### src/rtl/accel_mem_split_bridge_if.sv
// Bus bundle between the accelerator command port, the split bridge and the memory.
// The bridge takes the master view; the accelerator/memory side takes the slave view.
interface accel_mem_split_bridge_if #(
    parameter int unsigned MEM_DATA_W = 64,
    parameter int unsigned ADDR_W     = 31
);
    localparam int unsigned MEM_BYTES = MEM_DATA_W / 8;

    logic [2*MEM_DATA_W-1:0] writedata_from_accel;
    logic                    address_from_accel;
    logic                    write_from_accel;
    logic                    read_from_accel;
    logic [2*MEM_DATA_W-1:0] readdata_to_accel;
    logic                    waitrequest_to_accel;

    logic [ADDR_W-1:0]       address_to_mem;
    logic                    read_to_mem;
    logic                    write_to_mem;
    logic [MEM_DATA_W-1:0]   writedata_to_mem;
    logic [MEM_BYTES-1:0]    byteenable_to_mem;
    logic                    waitrequest_from_mem;
    logic [MEM_DATA_W-1:0]   readdata_from_mem;
    logic                    readdatavalid_from_mem;

    modport master (
        input  writedata_from_accel, address_from_accel, write_from_accel, read_from_accel,
        output readdata_to_accel, waitrequest_to_accel,
        output address_to_mem, read_to_mem, write_to_mem, writedata_to_mem, byteenable_to_mem,
        input  waitrequest_from_mem, readdata_from_mem, readdatavalid_from_mem
    );

    modport slave (
        output writedata_from_accel, address_from_accel, write_from_accel, read_from_accel,
        input  readdata_to_accel, waitrequest_to_accel,
        input  address_to_mem, read_to_mem, write_to_mem, writedata_to_mem, byteenable_to_mem,
        output waitrequest_from_mem, readdata_from_mem, readdatavalid_from_mem
    );
endinterface

### src/rtl/accel_mem_split_bridge.sv
// Registered accelerator-to-memory bridge: splits word-crossing accesses into two aligned
// beats, and realigns/size-masks read data back to the accelerator.
module accel_mem_split_bridge #(
    parameter int unsigned MEM_DATA_W = 64,
    parameter int unsigned ADDR_W     = 31
) (
    input  logic                  clk,
    input  logic                  reset,
    accel_mem_split_bridge_if.master bus
);
    localparam int unsigned MEM_BYTES = MEM_DATA_W / 8;
    localparam int unsigned OFF_W     = $clog2(MEM_BYTES);
    localparam int unsigned NB_W      = OFF_W + 1;
    localparam int unsigned CMD_W     = 2 * MEM_DATA_W;
    localparam int unsigned LANES2    = 2 * MEM_BYTES;
    localparam int unsigned DATA_LSB  = 32;
    localparam int unsigned SIZE_LSB  = MEM_DATA_W + 32;

    typedef enum logic [2:0] {IDLE, LO, LO_WAIT, HI, HI_WAIT, DONE} state_t;

    state_t state_q, state_d;

    logic [ADDR_W-1:0]     cmd_addr;
    logic [ADDR_W-1:0]     cmd_base;
    logic [MEM_DATA_W-1:0] cmd_data;
    logic [MEM_DATA_W-1:0] cmd_data_keep;
    logic [2:0]            cmd_size;
    logic [2:0]            cmd_sz;
    logic [OFF_W-1:0]      cmd_off;
    logic [NB_W-1:0]       cmd_nbytes;
    logic [MEM_BYTES-1:0]  cmd_keep;
    logic [LANES2-1:0]     cmd_mask2;
    logic [CMD_W-1:0]      cmd_data2;
    logic                  cmd_split;
    logic                  capture;

    logic                  is_write_q;
    logic                  split_q;
    logic [OFF_W-1:0]      off_q;
    logic [MEM_BYTES-1:0]  keep_q;
    logic [LANES2-1:0]     mask2_q;
    logic [CMD_W-1:0]      data2_q;
    logic [ADDR_W-1:0]     base_q;
    logic [MEM_DATA_W-1:0] lo_word_q;

    logic                  waitreq_q, waitreq_d;
    logic                  read_q, read_d;
    logic                  write_q, write_d;
    logic [ADDR_W-1:0]     addr_q, addr_d;
    logic [MEM_DATA_W-1:0] wd_q, wd_d;
    logic [MEM_BYTES-1:0]  be_q, be_d;
    logic [CMD_W-1:0]      rdata_q, rdata_d;

    logic unused_cmd;
    assign unused_cmd = ^{bus.address_from_accel, bus.writedata_from_accel};

    // Field extraction, size clamp and two-word lane/data placement of the incoming command.
    always_comb begin : decode
        cmd_addr      = bus.writedata_from_accel[ADDR_W-1:0];
        cmd_data      = bus.writedata_from_accel[DATA_LSB +: MEM_DATA_W];
        cmd_size      = bus.writedata_from_accel[SIZE_LSB +: 3];
        cmd_off       = cmd_addr[OFF_W-1:0];
        cmd_base      = {cmd_addr[ADDR_W-1:OFF_W], OFF_W'(0)};
        cmd_sz        = (cmd_size > 3'(OFF_W)) ? 3'(OFF_W) : cmd_size;
        cmd_nbytes    = NB_W'(1) << cmd_sz;
        cmd_split     = (32'(cmd_off) + 32'(cmd_nbytes)) > MEM_BYTES;
        cmd_keep      = '0;
        cmd_data_keep = '0;
        for (int unsigned i = 0; i < MEM_BYTES; i++) begin
            if (i < 32'(cmd_nbytes)) begin
                cmd_keep[i]            = 1'b1;
                cmd_data_keep[i*8 +: 8] = cmd_data[i*8 +: 8];
            end
        end
        cmd_mask2 = LANES2'(cmd_keep) << cmd_off;
        cmd_data2 = CMD_W'(cmd_data_keep) << {cmd_off, 3'b000};
    end

    assign capture = (state_q == IDLE) && (bus.write_from_accel || bus.read_from_accel);

    always_ff @(posedge clk) begin : cmd_latch
        if (reset) begin
            is_write_q <= 1'b0;
            split_q    <= 1'b0;
            off_q      <= '0;
            keep_q     <= '0;
            mask2_q    <= '0;
            data2_q    <= '0;
            base_q     <= '0;
        end else if (capture) begin
            is_write_q <= bus.write_from_accel;
            split_q    <= cmd_split;
            off_q      <= cmd_off;
            keep_q     <= cmd_keep;
            mask2_q    <= cmd_mask2;
            data2_q    <= cmd_data2;
            base_q     <= cmd_base;
        end
    end

    always_ff @(posedge clk) begin : lo_word_latch
        if (reset) begin
            lo_word_q <= '0;
        end else if (state_q == LO_WAIT && bus.readdatavalid_from_mem) begin
            lo_word_q <= bus.readdata_from_mem;
        end
    end

    function automatic logic [CMD_W-1:0] realign(input logic [CMD_W-1:0]     words,
                                                 input logic [OFF_W-1:0]     off,
                                                 input logic [MEM_BYTES-1:0] keep);
        logic [CMD_W-1:0] shifted;
        logic [CMD_W-1:0] bitmask;
        shifted = words >> {off, 3'b000};
        bitmask = '0;
        for (int unsigned i = 0; i < MEM_BYTES; i++) begin
            bitmask[i*8 +: 8] = {8{keep[i]}};
        end
        return shifted & bitmask;
    endfunction

    always_ff @(posedge clk) begin : fsm_state
        if (reset) begin
            state_q   <= IDLE;
            waitreq_q <= 1'b1;
            read_q    <= 1'b0;
            write_q   <= 1'b0;
            addr_q    <= '0;
            wd_q      <= '0;
            be_q      <= '0;
            rdata_q   <= '0;
        end else begin
            state_q   <= state_d;
            waitreq_q <= waitreq_d;
            read_q    <= read_d;
            write_q   <= write_d;
            addr_q    <= addr_d;
            wd_q      <= wd_d;
            be_q      <= be_d;
            rdata_q   <= rdata_d;
        end
    end

    // Back-to-back write beats keep the strobe high; reads wait for each response.
    always_comb begin : fsm_next
        state_d   = state_q;
        waitreq_d = 1'b1;
        read_d    = read_q;
        write_d   = write_q;
        addr_d    = addr_q;
        wd_d      = wd_q;
        be_d      = be_q;
        rdata_d   = rdata_q;
        case (state_q)
            IDLE: begin
                if (capture) begin
                    state_d = LO;
                    write_d = bus.write_from_accel;
                    read_d  = !bus.write_from_accel;
                    addr_d  = cmd_base;
                    be_d    = cmd_mask2[MEM_BYTES-1:0];
                    wd_d    = cmd_data2[MEM_DATA_W-1:0];
                end
            end
            LO: begin
                if (!bus.waitrequest_from_mem) begin
                    if (is_write_q && split_q) begin
                        state_d = HI;
                        addr_d  = base_q + ADDR_W'(MEM_BYTES);
                        be_d    = mask2_q[LANES2-1:MEM_BYTES];
                        wd_d    = data2_q[CMD_W-1:MEM_DATA_W];
                    end else if (is_write_q) begin
                        state_d   = DONE;
                        write_d   = 1'b0;
                        waitreq_d = 1'b0;
                    end else begin
                        state_d = LO_WAIT;
                        read_d  = 1'b0;
                    end
                end
            end
            LO_WAIT: begin
                if (bus.readdatavalid_from_mem) begin
                    if (split_q) begin
                        state_d = HI;
                        read_d  = 1'b1;
                        addr_d  = base_q + ADDR_W'(MEM_BYTES);
                        be_d    = mask2_q[LANES2-1:MEM_BYTES];
                        wd_d    = data2_q[CMD_W-1:MEM_DATA_W];
                    end else begin
                        state_d   = DONE;
                        waitreq_d = 1'b0;
                        rdata_d   = realign({MEM_DATA_W'(0), bus.readdata_from_mem}, off_q, keep_q);
                    end
                end
            end
            HI: begin
                if (!bus.waitrequest_from_mem) begin
                    read_d  = 1'b0;
                    write_d = 1'b0;
                    if (is_write_q) begin
                        state_d   = DONE;
                        waitreq_d = 1'b0;
                    end else begin
                        state_d = HI_WAIT;
                    end
                end
            end
            HI_WAIT: begin
                if (bus.readdatavalid_from_mem) begin
                    state_d   = DONE;
                    waitreq_d = 1'b0;
                    rdata_d   = realign({bus.readdata_from_mem, lo_word_q}, off_q, keep_q);
                end
            end
            DONE: begin
                state_d = IDLE;
            end
            default: begin
                state_d = IDLE;
            end
        endcase
    end

    assign bus.waitrequest_to_accel = waitreq_q;
    assign bus.readdata_to_accel    = rdata_q;
    assign bus.read_to_mem          = read_q;
    assign bus.write_to_mem         = write_q;
    assign bus.address_to_mem       = addr_q;
    assign bus.writedata_to_mem     = wd_q;
    assign bus.byteenable_to_mem    = be_q;
endmodule
### src/flat_wrapper.sv
// flat-port wrapper written by rule: the top's interface ports become plain ports
module accel_mem_split_bridge_flat 
#(
    parameter int unsigned MEM_DATA_W = 64,
    parameter int unsigned ADDR_W     = 31
)
  (clk, reset, bus_writedata_from_accel, bus_address_from_accel, bus_write_from_accel, bus_read_from_accel, bus_readdata_to_accel, bus_waitrequest_to_accel, bus_address_to_mem, bus_read_to_mem, bus_write_to_mem, bus_writedata_to_mem, bus_byteenable_to_mem, bus_waitrequest_from_mem, bus_readdata_from_mem, bus_readdatavalid_from_mem);
  accel_mem_split_bridge_if #(.MEM_DATA_W(MEM_DATA_W), .ADDR_W(ADDR_W)) bus_i ();
  input  logic clk;
  input  logic reset;
  input wire logic [$bits(bus_i.writedata_from_accel)-1:0] bus_writedata_from_accel;
  input wire logic [$bits(bus_i.address_from_accel)-1:0] bus_address_from_accel;
  input wire logic [$bits(bus_i.write_from_accel)-1:0] bus_write_from_accel;
  input wire logic [$bits(bus_i.read_from_accel)-1:0] bus_read_from_accel;
  output wire logic [$bits(bus_i.readdata_to_accel)-1:0] bus_readdata_to_accel;
  output wire logic [$bits(bus_i.waitrequest_to_accel)-1:0] bus_waitrequest_to_accel;
  output wire logic [$bits(bus_i.address_to_mem)-1:0] bus_address_to_mem;
  output wire logic [$bits(bus_i.read_to_mem)-1:0] bus_read_to_mem;
  output wire logic [$bits(bus_i.write_to_mem)-1:0] bus_write_to_mem;
  output wire logic [$bits(bus_i.writedata_to_mem)-1:0] bus_writedata_to_mem;
  output wire logic [$bits(bus_i.byteenable_to_mem)-1:0] bus_byteenable_to_mem;
  input wire logic [$bits(bus_i.waitrequest_from_mem)-1:0] bus_waitrequest_from_mem;
  input wire logic [$bits(bus_i.readdata_from_mem)-1:0] bus_readdata_from_mem;
  input wire logic [$bits(bus_i.readdatavalid_from_mem)-1:0] bus_readdatavalid_from_mem;
  assign bus_i.writedata_from_accel = bus_writedata_from_accel;
  assign bus_i.address_from_accel = bus_address_from_accel;
  assign bus_i.write_from_accel = bus_write_from_accel;
  assign bus_i.read_from_accel = bus_read_from_accel;
  assign bus_readdata_to_accel = bus_i.readdata_to_accel;
  assign bus_waitrequest_to_accel = bus_i.waitrequest_to_accel;
  assign bus_address_to_mem = bus_i.address_to_mem;
  assign bus_read_to_mem = bus_i.read_to_mem;
  assign bus_write_to_mem = bus_i.write_to_mem;
  assign bus_writedata_to_mem = bus_i.writedata_to_mem;
  assign bus_byteenable_to_mem = bus_i.byteenable_to_mem;
  assign bus_i.waitrequest_from_mem = bus_waitrequest_from_mem;
  assign bus_i.readdata_from_mem = bus_readdata_from_mem;
  assign bus_i.readdatavalid_from_mem = bus_readdatavalid_from_mem;
  accel_mem_split_bridge #(.MEM_DATA_W(MEM_DATA_W), .ADDR_W(ADDR_W)) u_core (.clk(clk), .reset(reset), .bus(bus_i));
endmodule
### config.mk
export PLATFORM = sky130hd
export DESIGN_NAME = accel_mem_split_bridge_flat
export DESIGN_NICKNAME = d
export VERILOG_FILES = /design/src/rtl/accel_mem_split_bridge_if.sv /design/src/rtl/accel_mem_split_bridge.sv /design/src/flat_wrapper.sv
export SDC_FILE = /design/constraint.sdc
export NUM_CORES = 1
export LEC_CHECK = 0
export BUFFER_PORTS_ARGS = -buffer_cell sky130_fd_sc_hd__buf_2
export CAP_MARGIN = 20
export CORE_MARGIN = 2
export CORE_UTILIZATION = 45
export DETAILED_ROUTE_END_ITERATION = 16
export PLACE_DENSITY = 0.79
export SKIP_CTS_REPAIR_TIMING = 1
export SYNTH_ARGS = -nofsm -noshare
export SYNTH_HDL_FRONTEND = slang
export SYNTH_SLANG_ARGS = --single-unit
export TNS_END_PERCENT = 1
### constraint.sdc
create_clock -name clk -period 6.6 [get_ports clk]
set_input_delay 0 -clock clk [delete_from_list [all_inputs] [get_ports clk]]
set_output_delay 0 -clock clk [all_outputs]
set_load 0.05 [all_outputs]
Word-level counts from Yosys, hierarchy flattened
Cells that the tools add are included.
{"block": "op_classes", "n_shift": 5, "bitwise_logic": 2, "n_reduce_logical": 15, "magnitude_cmp": 10, "eq_ne": 15, "addsub": 2, "n_mux": 70}
{"op": "128-bit 2-to-1 mux", "count": 3}
{"op": "64-bit 2-to-1 mux", "count": 5}
{"op": "128-bit by 64-bit AND with 128-bit output", "count": 2}
{"op": "128-bit case mux with 2 select lines", "count": 1}
{"op": "64-bit case mux with 3 select lines", "count": 1}
{"op": "31-bit 2-to-1 mux", "count": 5}
{"op": "64-bit by 6-bit left shift with 128-bit output", "count": 1}
{"op": "128-bit by 6-bit right shift with 128-bit output", "count": 1}
{"op": "64-bit by 6-bit right shift with 128-bit output", "count": 1}
{"op": "8-bit 2-to-1 mux", "count": 13}
{"op": "31-bit case mux with 3 select lines", "count": 1}
{"op": "32-bit by 4-bit > comparator with 1-bit output, second input constant", "count": 1}
{"op": "31-bit by 4-bit adder with 31-bit output, second input constant", "count": 1}
{"op": "1-bit 2-to-1 mux", "count": 27}
{"op": "3-bit 2-to-1 mux", "count": 9}
{"op": "8-bit case mux with 3 select lines", "count": 1}
{"op": "3-bit by 4-bit less-than comparator with 1-bit output, first input constant", "count": 4}
{"op": "8-bit by 3-bit left shift with 16-bit output", "count": 1}
{"op": "3-bit case mux with 5 select lines", "count": 1}
{"op": "2-bit != test, second input constant", "count": 7}
{"op": "6-bit AND reduction", "count": 2}
{"op": "1-bit by 4-bit less-than comparator with 1-bit output, first input constant", "count": 2}
{"op": "2-bit by 4-bit less-than comparator with 1-bit output, first input constant", "count": 2}
{"op": "2-bit by 1-bit != test with 1-bit output, second input constant", "count": 4}
{"op": "other kinds (18)", "count": 23}
{"block": "word_totals", "wordCells": 135, "in_bits": 199, "output_inout_bits": 234, "reg_bits": 486}

Logic depth before layout (Yosys ltp)
Gate-level depths: netlist of run 1.
{"block": "depth", "ltp_word": 8, "mapped_depth": 10}

Worst setup path before layout of run 1
Ideal clock, no wire load.
{"block": "synth_path", "path_kind": "register to register", "start": "register u_core.state_q[1]", "end": "register u_core.rdata_q[8], in the netlist u_core.bus.readdata_to_accel[8]", "required_time_ps": 6476, "stages_incl_launch_ff": 11, "t_arrival_ps": 1946, "path_slack_ps": 4530, "path_cell_list": "dfxtp_1 -> buf_6 -> or3b_1 -> buf_6 -> buf_6 -> buf_6 -> buf_4 -> mux2i_1 -> nor2_1 -> o32ai_1 -> o21ai_0"}
{"block": "synth_via", "elab_chain_cells": 3, "word_cells_on_any_way": 8, "cone_classes": "5 x eq/ne; 1 x mux; 2 x reduce/logical"}
{"item": "start, declared", "line_no": "accel_mem_split_bridge.sv:21", "source": "state_t state_q, state_d;"}
{"item": "start signal, assigned", "line_no": "accel_mem_split_bridge.sv:133", "source": "state_q <= state_d;"}
{"item": "3-bit by 2-bit equality test with 1-bit output or 3-bit equality test (tied branches)", "line_no": "accel_mem_split_bridge.sv:154", "source": "case (state_q)"}
{"item": "2-bit != test (no source line) or 2-bit nonzero test (tied branches)"}
{"item": "4-bit AND reduction (no source line)"}
{"item": "end signal, assigned", "line_no": "accel_mem_split_bridge.sv:140", "source": "rdata_q <= rdata_d;"}
{"item": "end, declared", "line_no": "accel_mem_split_bridge.sv:52", "source": "logic [CMD_W-1:0] rdata_q, rdata_d;"}
Parallel ways exist; a longest one is shown, timed or not.
A chain may end at the register's enable or synchronous reset.

Final worst setup path of run 1
{"block": "layout_path", "start": "register u_core.state_q[0]", "end": "register u_core.rdata_q[27], in the netlist u_core.bus.readdata_to_accel[27]"}
Same word-level chain as after synthesis.

==> metrics.cfg, run 1 <==
[global_routing]
grt_usage_pct = 32.40
grt_pass1_vias = 18270
grt_max_degree = 105
antenna_found_initial = 6
grt_overflow = 0
grt_pass1_wl_mm = 110.9

[yosys]
synth_ff_type = dfxtp_1
ys_seq_elements = 337
yosysTopAreaCellShare_pct = 34.88
synth.distinct_cells = 73
syn_area_per_cell_sq_um = 8.440
yosys_warnings = 0
synth_edf_count = 0
ys_seq_area_share_pct = 34.88
synthCells = 2292
yosysTopAreaCell = dfxtp_1
syn-cell-area_sq_um = 19340
synthTopCellsByArea = dfxtp_1 (35%), mux4_2 (8.0%), nand2_1 (6.8%)
async_flop_share_pct = 0

[place]
place_hpwl_mm = 53.23
place_congestion = 0.9977
place_ws_ns = 3.110
dp.cells = 2990
port-buffer-count = 334

[worst_setup_path]
worstPathArrival_ns = 3.98
setup.worst_path.start_class = flop
end_kind = flop
required_ns = 7.02
crit_fanout = 32
path_class = flop to flop

[routing]
wirelength_mm = 77.70
drtIter0Drc = 2886
postRouteAntennaNets = 0
vias = 20550
via_per_inst = 6.467
dr.pass1.iters = 9
wl_per_cell_um = 24.45
drc = 0

[sta]
fin_skew_ns = 0.03404
finalSetupTns_ns = 0
worst_pin_slew_ns = 1.151
setup_ws_ns = 3.035
final-setup-viol-count = 0
rsz0062_at_grt = false
finalHoldViolations = 2
period_minus_slack_ns = 3.565
hold_slack_ns = -0.03929
slew_viol_final = 0
slew_headroom_pct = 23.27
fmax_mhz = 280.5
timing.final.crit_share_pct = 54.01

[status]
status = complete, but fails checks
violations = negative hold slack

[floorplanning]
die_y_um = 211.3
dieWidth_um = 211.3
ios = 433
rows = 75
die-area_sq_um = 44660
start_util_pct = 45.81
core-area_sq_um = 42230

[layout]
layout.cells.non_filler = 3178
fillers = 3749
syn_to_final_growth_pct = 20.80
drive_above_1_share_pct = 22.10
nNetsFinal = 2811

[clocking]
cts_root_buf = clkbuf_16
cts_tree = built
htreeDepth = 2
clk_pin_slew_ns = 0.06
cts_buffers = 38
clock_path_buffers = 3
cts.sinks = 337
clock_latency_ns = 0.57

[power]
fin_total_pwr_uw = 6857
powerDensity_nw_per_um2 = 293.4
ir_drop_mv = 0.2499
leakagePower_uw = 0.009483

[run]
cap_violations = 0

[min_path]
hold_class = input pin to flop

[logic make-up (layout without fill, tap and decap cells)]
kind of cell / count (synthesis) / count (layout) / share of synthesized area (%)
flip-flops: 337 / 337 / 34.88
AND/OR/NAND/NOR: 740 / 740 / 16.57
other: 1 / 72 / 0.01939
AO/OA/AOI/OAI: 673 / 673 / 23.46
multiplexers: 220 / 220 / 16.19
adder cells (fa/ha/maj): 6 / 6 / 0.4140
buffers and inverters: 290 / 566 / 7.335
XOR/XNOR: 25 / 25 / 1.132
[Yosys cell counts (9+ instances only)]
master    instances
buf_2            24
mux2i_1          98
o21a_1           10
nand3_1          65
buf_1            23
o211ai_1         23
o21ai_0         110
o22ai_1          32
nor3_1           62
a211oi_1         34
mux2_2           53
dfxtp_1         337
mux4_2           69
a21boi_0         13
a32oi_1          14
nand4_1          11
and4_1           10
a22oi_1          72
a21o_1           11
a221o_1          13
a221oi_1         45
a31oi_1          19
nor2_1          183
buf_4            68
and2_1           18
nand2_1         348
clkbuf_1        149
inv_1            16
o221ai_1         14
xor2_1           17
a211o_1           9
a22o_1           15
a21oi_1         179
[state kept, by name (all words and copies together), names as in the netlist, 3 cells and up]
register and count:
u_core.state_q 3, u_core.bus.writedata_to_mem 64, u_core.keep_q 7, u_core.lo_word_q 64, u_core.mask2_q 7, u_core.off_q 3, u_core.bus.address_to_mem 28, u_core.bus.byteenable_to_mem 8
u_core.base_q 28, u_core.bus.readdata_to_accel 64, u_core.data2_q 56
[final timing paths]
| kind | from | slack [ns] | endpoint | cells after the start |
|---|---|---|---|---|
| setup / recovery | u_core.state_q[0] | 3.04 | u_core.bus.readdata_to_accel[27] | 6 |
| hold / removal | bus_writedata_from_accel[86] | -0.04 | u_core.data2_q[102] | 5 |
| setup reg to reg | u_core.state_q[0] | 3.04 | u_core.bus.readdata_to_accel[27] | 6 |
| hold reg to reg | u_core.lo_word_q[30] | 0.45 | u_core.lo_word_q[30] | 2 |
[cell usage in the layout (no fill, tap or decap), drive strengths merged, types with 14 or more instances in the layout]
master | Yosys | layout
o22ai | 32 | 32
a32oi | 14 | 14
nand3 | 65 | 65
mux2 | 53 | 53
nor3 | 66 | 66
o21ai | 111 | 111
buf | 121 | 363
nand2 | 348 | 348
a221oi | 45 | 45
a21oi | 179 | 179
xor2 | 17 | 17
nor2 | 183 | 183
a31oi | 19 | 19
dfxtp | 337 | 337
and2 | 19 | 19
mux4 | 69 | 69
o221ai | 14 | 14
inv | 19 | 22
o211ai | 23 | 23
dlygate4sd3 | 0 | 115
a22o | 15 | 15
conb | 1 | 67
a22oi | 72 | 72
a211oi | 35 | 35
clkbuf | 149 | 53
mux2i | 98 | 98
[worst max-delay path: stages (launching register included)]
cell and delay (ns):
dfxtp_1 0.84, or3b_4 0.52, buf_4 0.54, mux2i_1 0.56, o21ai_0 0.24, o21ai_0 0.51, o211ai_1 0.17
[layout make-up]
class / instances / area, sq um / share of cell area (%)
timing repair buffer: 479 / 3084 / 13.20
clock inverter: 15 / 181.4 / 0.7764
inverter: 20 / 75.07 / 0.3213
sequential: 337 / 6754 / 28.90
clock buffer: 52 / 1085 / 4.643
tap: 539 / 674.4 / 2.886
antenna: 5 / 12.51 / 0.05355
multi-input combinational: 1731 / 11500 / 49.22
[report_power, final]
group	internal [uW]	total (uW)	switching, uW
combinational	665	2260	1600
clock	1280	2190	915
sequential	2230	2400	171
[metal layers]
metal / wire length [um] / share of wire (%) / GRT usage (%) / vias to the layer above
met1: 28860 / 37 / 41.15 / 9692
met3: 8098 / 10 / 6.231 / 290
met5: 12 / 0.015 / 0 / -
met4: 5200 / 6.7 / 20.40 / 2
met2: 35530 / 46 / 50.77 / 1575
li1: - / - / - / 8992
[stage by stage]
stage / utilization, % / instance area (sq um)
after global placement: 49.48 / 20890
after global routing: 55.32 / 23360
after detailed placement: 49.51 / 20910
after floorplan: - / 19590
final: 55.33 / 23370
after CTS: 52.51 / 22180
Note: power is estimated with default switching activity, not from simulation.
==> run 2, diff against run 1 <==
clock period = 3.6 ns   (was 6.6 ns; I/O delays follow)
==> run 2 against run 1 <==
  * The flow still finishes with violations (negative hold slack)
  * Maximum frequency is 18% higher
  * Die area unchanged
  * Clock power is 84% higher
  * Clock skew decreased by 0.0073 ns
  * Via count is 0.78% lower
  * Core utilization is 0.44 points higher
  * Count of clock-buffer cells in the layout up 5
  * Total power increased by 84%
  * First-iteration DRC count down 2.2%
  * Worst setup slack worse by 2.4 ns
==> metrics.cfg, run 2 (synthesis results as in run 1) <==
[layout]
syn_to_final_growth_pct = 21.75
final_util_pct = 55.77  ; +0.44 points
fin_area_sq_um = 23550  ; +0.79%
drive_above_1_share_pct = 22.51  ; +0.42 points
final_common_cell = nand2_1
fillers = 3775  ; +0.69%
final_cell_mix = nand2_1 (347), dfxtp_1 (335), buf_2 (333)
nNetsFinal = 2830  ; +0.68%

[sta]
slew_headroom_pct = 32.55  ; +9.3 points
final-setup-viol-count = 0  ; unchanged
rsz0062_at_grt = false
worst_pin_slew_ns = 1.004  ; -0.1469 ns
finalHoldViolations = 7  ; +5
fmax_mhz = 332.2  ; +18%
finalSetupTns_ns = 0  ; unchanged
hold_slack_ns = -0.04586  ; -0.006575 ns
timing.final.crit_share_pct = 83.62  ; +30 points
fin_skew_ns = 0.02677  ; -0.007271 ns
period_minus_slack_ns = 3.010  ; -0.5546 ns
slew_viol_final = 0  ; unchanged

[floorplanning]
ios = 433  ; unchanged
die_y_um = 211.3  ; unchanged
dieWidth_um = 211.3  ; unchanged
die-area_sq_um = 44660  ; unchanged
start_util_pct = 45.81  ; unchanged
rows = 75  ; unchanged
core-area_sq_um = 42230  ; unchanged

[worst_setup_path]
end_kind = flop
rr_startpoint = u_core.state_q[1]
required_ns = 4.01  ; -3.01 ns
path_class = flop to flop
worstPathArrival_ns = 3.42  ; -0.56 ns
reg2regPathDepth = 6  ; unchanged
r2r_slack_ns = 0.59  ; -2.45 ns
crit_fanout = 34  ; +6.3%
r2r-end = u_core.bus.address_to_mem[25]
setup.worst_path.start_class = flop

[global_routing]
grt_overflow = 0  ; unchanged
grt_usage_pct = 32.66  ; +0.26 points
grt_max_degree = 107  ; +1.9%
antenna_found_initial = 3  ; -3
grt_pass1_wl_mm = 111.7  ; +0.75%
grt_pass1_vias = 18420  ; +0.78%

[place]
placed_area_sq_um = 21080  ; +0.83%
port-buffer-count = 334  ; unchanged
place_congestion = 1.044  ; +4.7%
place_hpwl_mm = 54.36  ; +2.1%

[status]
violations = negative hold slack
status = complete, but fails checks

[routing]
drc = 0  ; unchanged
via_per_inst = 6.386  ; -1.2%
postRouteAntennaNets = 0  ; unchanged
drtIter0Drc = 2822  ; -2.2%
wl_per_cell_um = 24.02  ; -1.8%
wirelength_mm = 76.69  ; -1.3%
vias = 20390  ; -0.78%
dr.pass1.iters = 8  ; -1

[clocking]
htreeDepth = 2  ; unchanged
cts_buffers = 39  ; +2.6%
cts_root_buf = clkbuf_16
clock_latency_ns = 0.57  ; about the same
cts_tree = built
clk_pin_slew_ns = 0.06  ; about the same
clock_path_buffers = 3  ; unchanged
cts.sinks = 337  ; unchanged

[power]
ir_drop_mv = 0.3175  ; +27%
leakagePower_uw = 0.009599  ; +1.2%
powerDensity_nw_per_um2 = 534.7  ; +82%

[min_path]
min_to = u_core.data2_q[100]
hp-start = bus_writedata_from_accel[84]
hold_class = input pin to flop
hold_depth = 5  ; unchanged

[run]
cap_violations = 0  ; unchanged

## run 2: cell types whose count changed in the layout (fill, tap and decap cells not counted), sizes merged, moves of 2 or more
cell    previous run  this run
buf              363       380
clkbuf            53        58
inv               22        20
diode              5         2
## run 2: stage by stage
step / instances / total power (uW) / hold WS [ns] / setup slack, ns
6_report: 3193 / 12590 / -0.04586 / 0.5898
5_1_grt: 3193 / 13020 / 0.001977 / 0.3825
4_1_cts: 3074 / 12430 / -0.3395 / 0.6338
3_5_place_dp: 3007 / 8429 / 0.2627 / 0.6429
3_3_place_gp: 3007 / 8362 / 0.2557 / 0.7444
2_1_floorplan: 2358 / 7300 / 0.1360 / 1.530
## run 2: how the worst max path moves through the flow
| stage | startpoint | endpoint | slack (ns) | depth (start not counted) |
|---|---|---|---|---|
| 2_1_floorplan | u_core.state_q[1] | u_core.bus.readdata_to_accel[8] | 1.53 | 10 |
| 3_3_place_gp | u_core.state_q[1] | u_core.bus.readdata_to_accel[2] | 0.74 | 6 |
| 3_5_place_dp | u_core.state_q[1] | u_core.bus.readdata_to_accel[26] | 0.64 | 6 |
| 4_1_cts | u_core.state_q[1] | u_core.bus.address_to_mem[25] | 0.63 | 5 |
| 5_1_grt | u_core.state_q[1] | u_core.bus.address_to_mem[25] | 0.38 | 6 |
| 6_report | u_core.state_q[1] | u_core.bus.address_to_mem[25] | 0.59 | 6 |
## run 2: where the power goes
part	leakage (uW)	switching (uW)	internal [uW]
combinational	0.00622	2920	1250
clock	0.000626	1670	2370
sequential	0.00275	290	4090
## run 2: final cells by class
class                   count  area, sq um  share of cell area [%]
multi-input cells        1731        11490                   48.79
diodes                      2        5.005                 0.02125
inverters                  20        75.07                  0.3188
clock inverters            10        117.6                  0.4994
clock buffers              57         1156                   4.909
well taps                 539        674.4                   2.864
repair buffers            497         3277                   13.91
flip-flops and latches    337         6754                   28.68
## run 2: routing by layer
metal | vias up | routed length, um | GRT usage [%]
met2 | 1368 | 35830 | 52.13
met1 | 9716 | 28610 | 41.38
met4 | 2 | 4930 | 19.84
met5 | - | 9 | 0
li1 | 9010 | - | -
met3 | 294 | 7319 | 5.622
## run 2: critical path: stages, from the launching register on
cell and delay [ns]:
dfxtp_1 0.75, inv_1 0.21, a311oi_1 0.65, nand2_4 0.38
buf_4 0.38, a21boi_0 0.31, o22ai_1 0.15
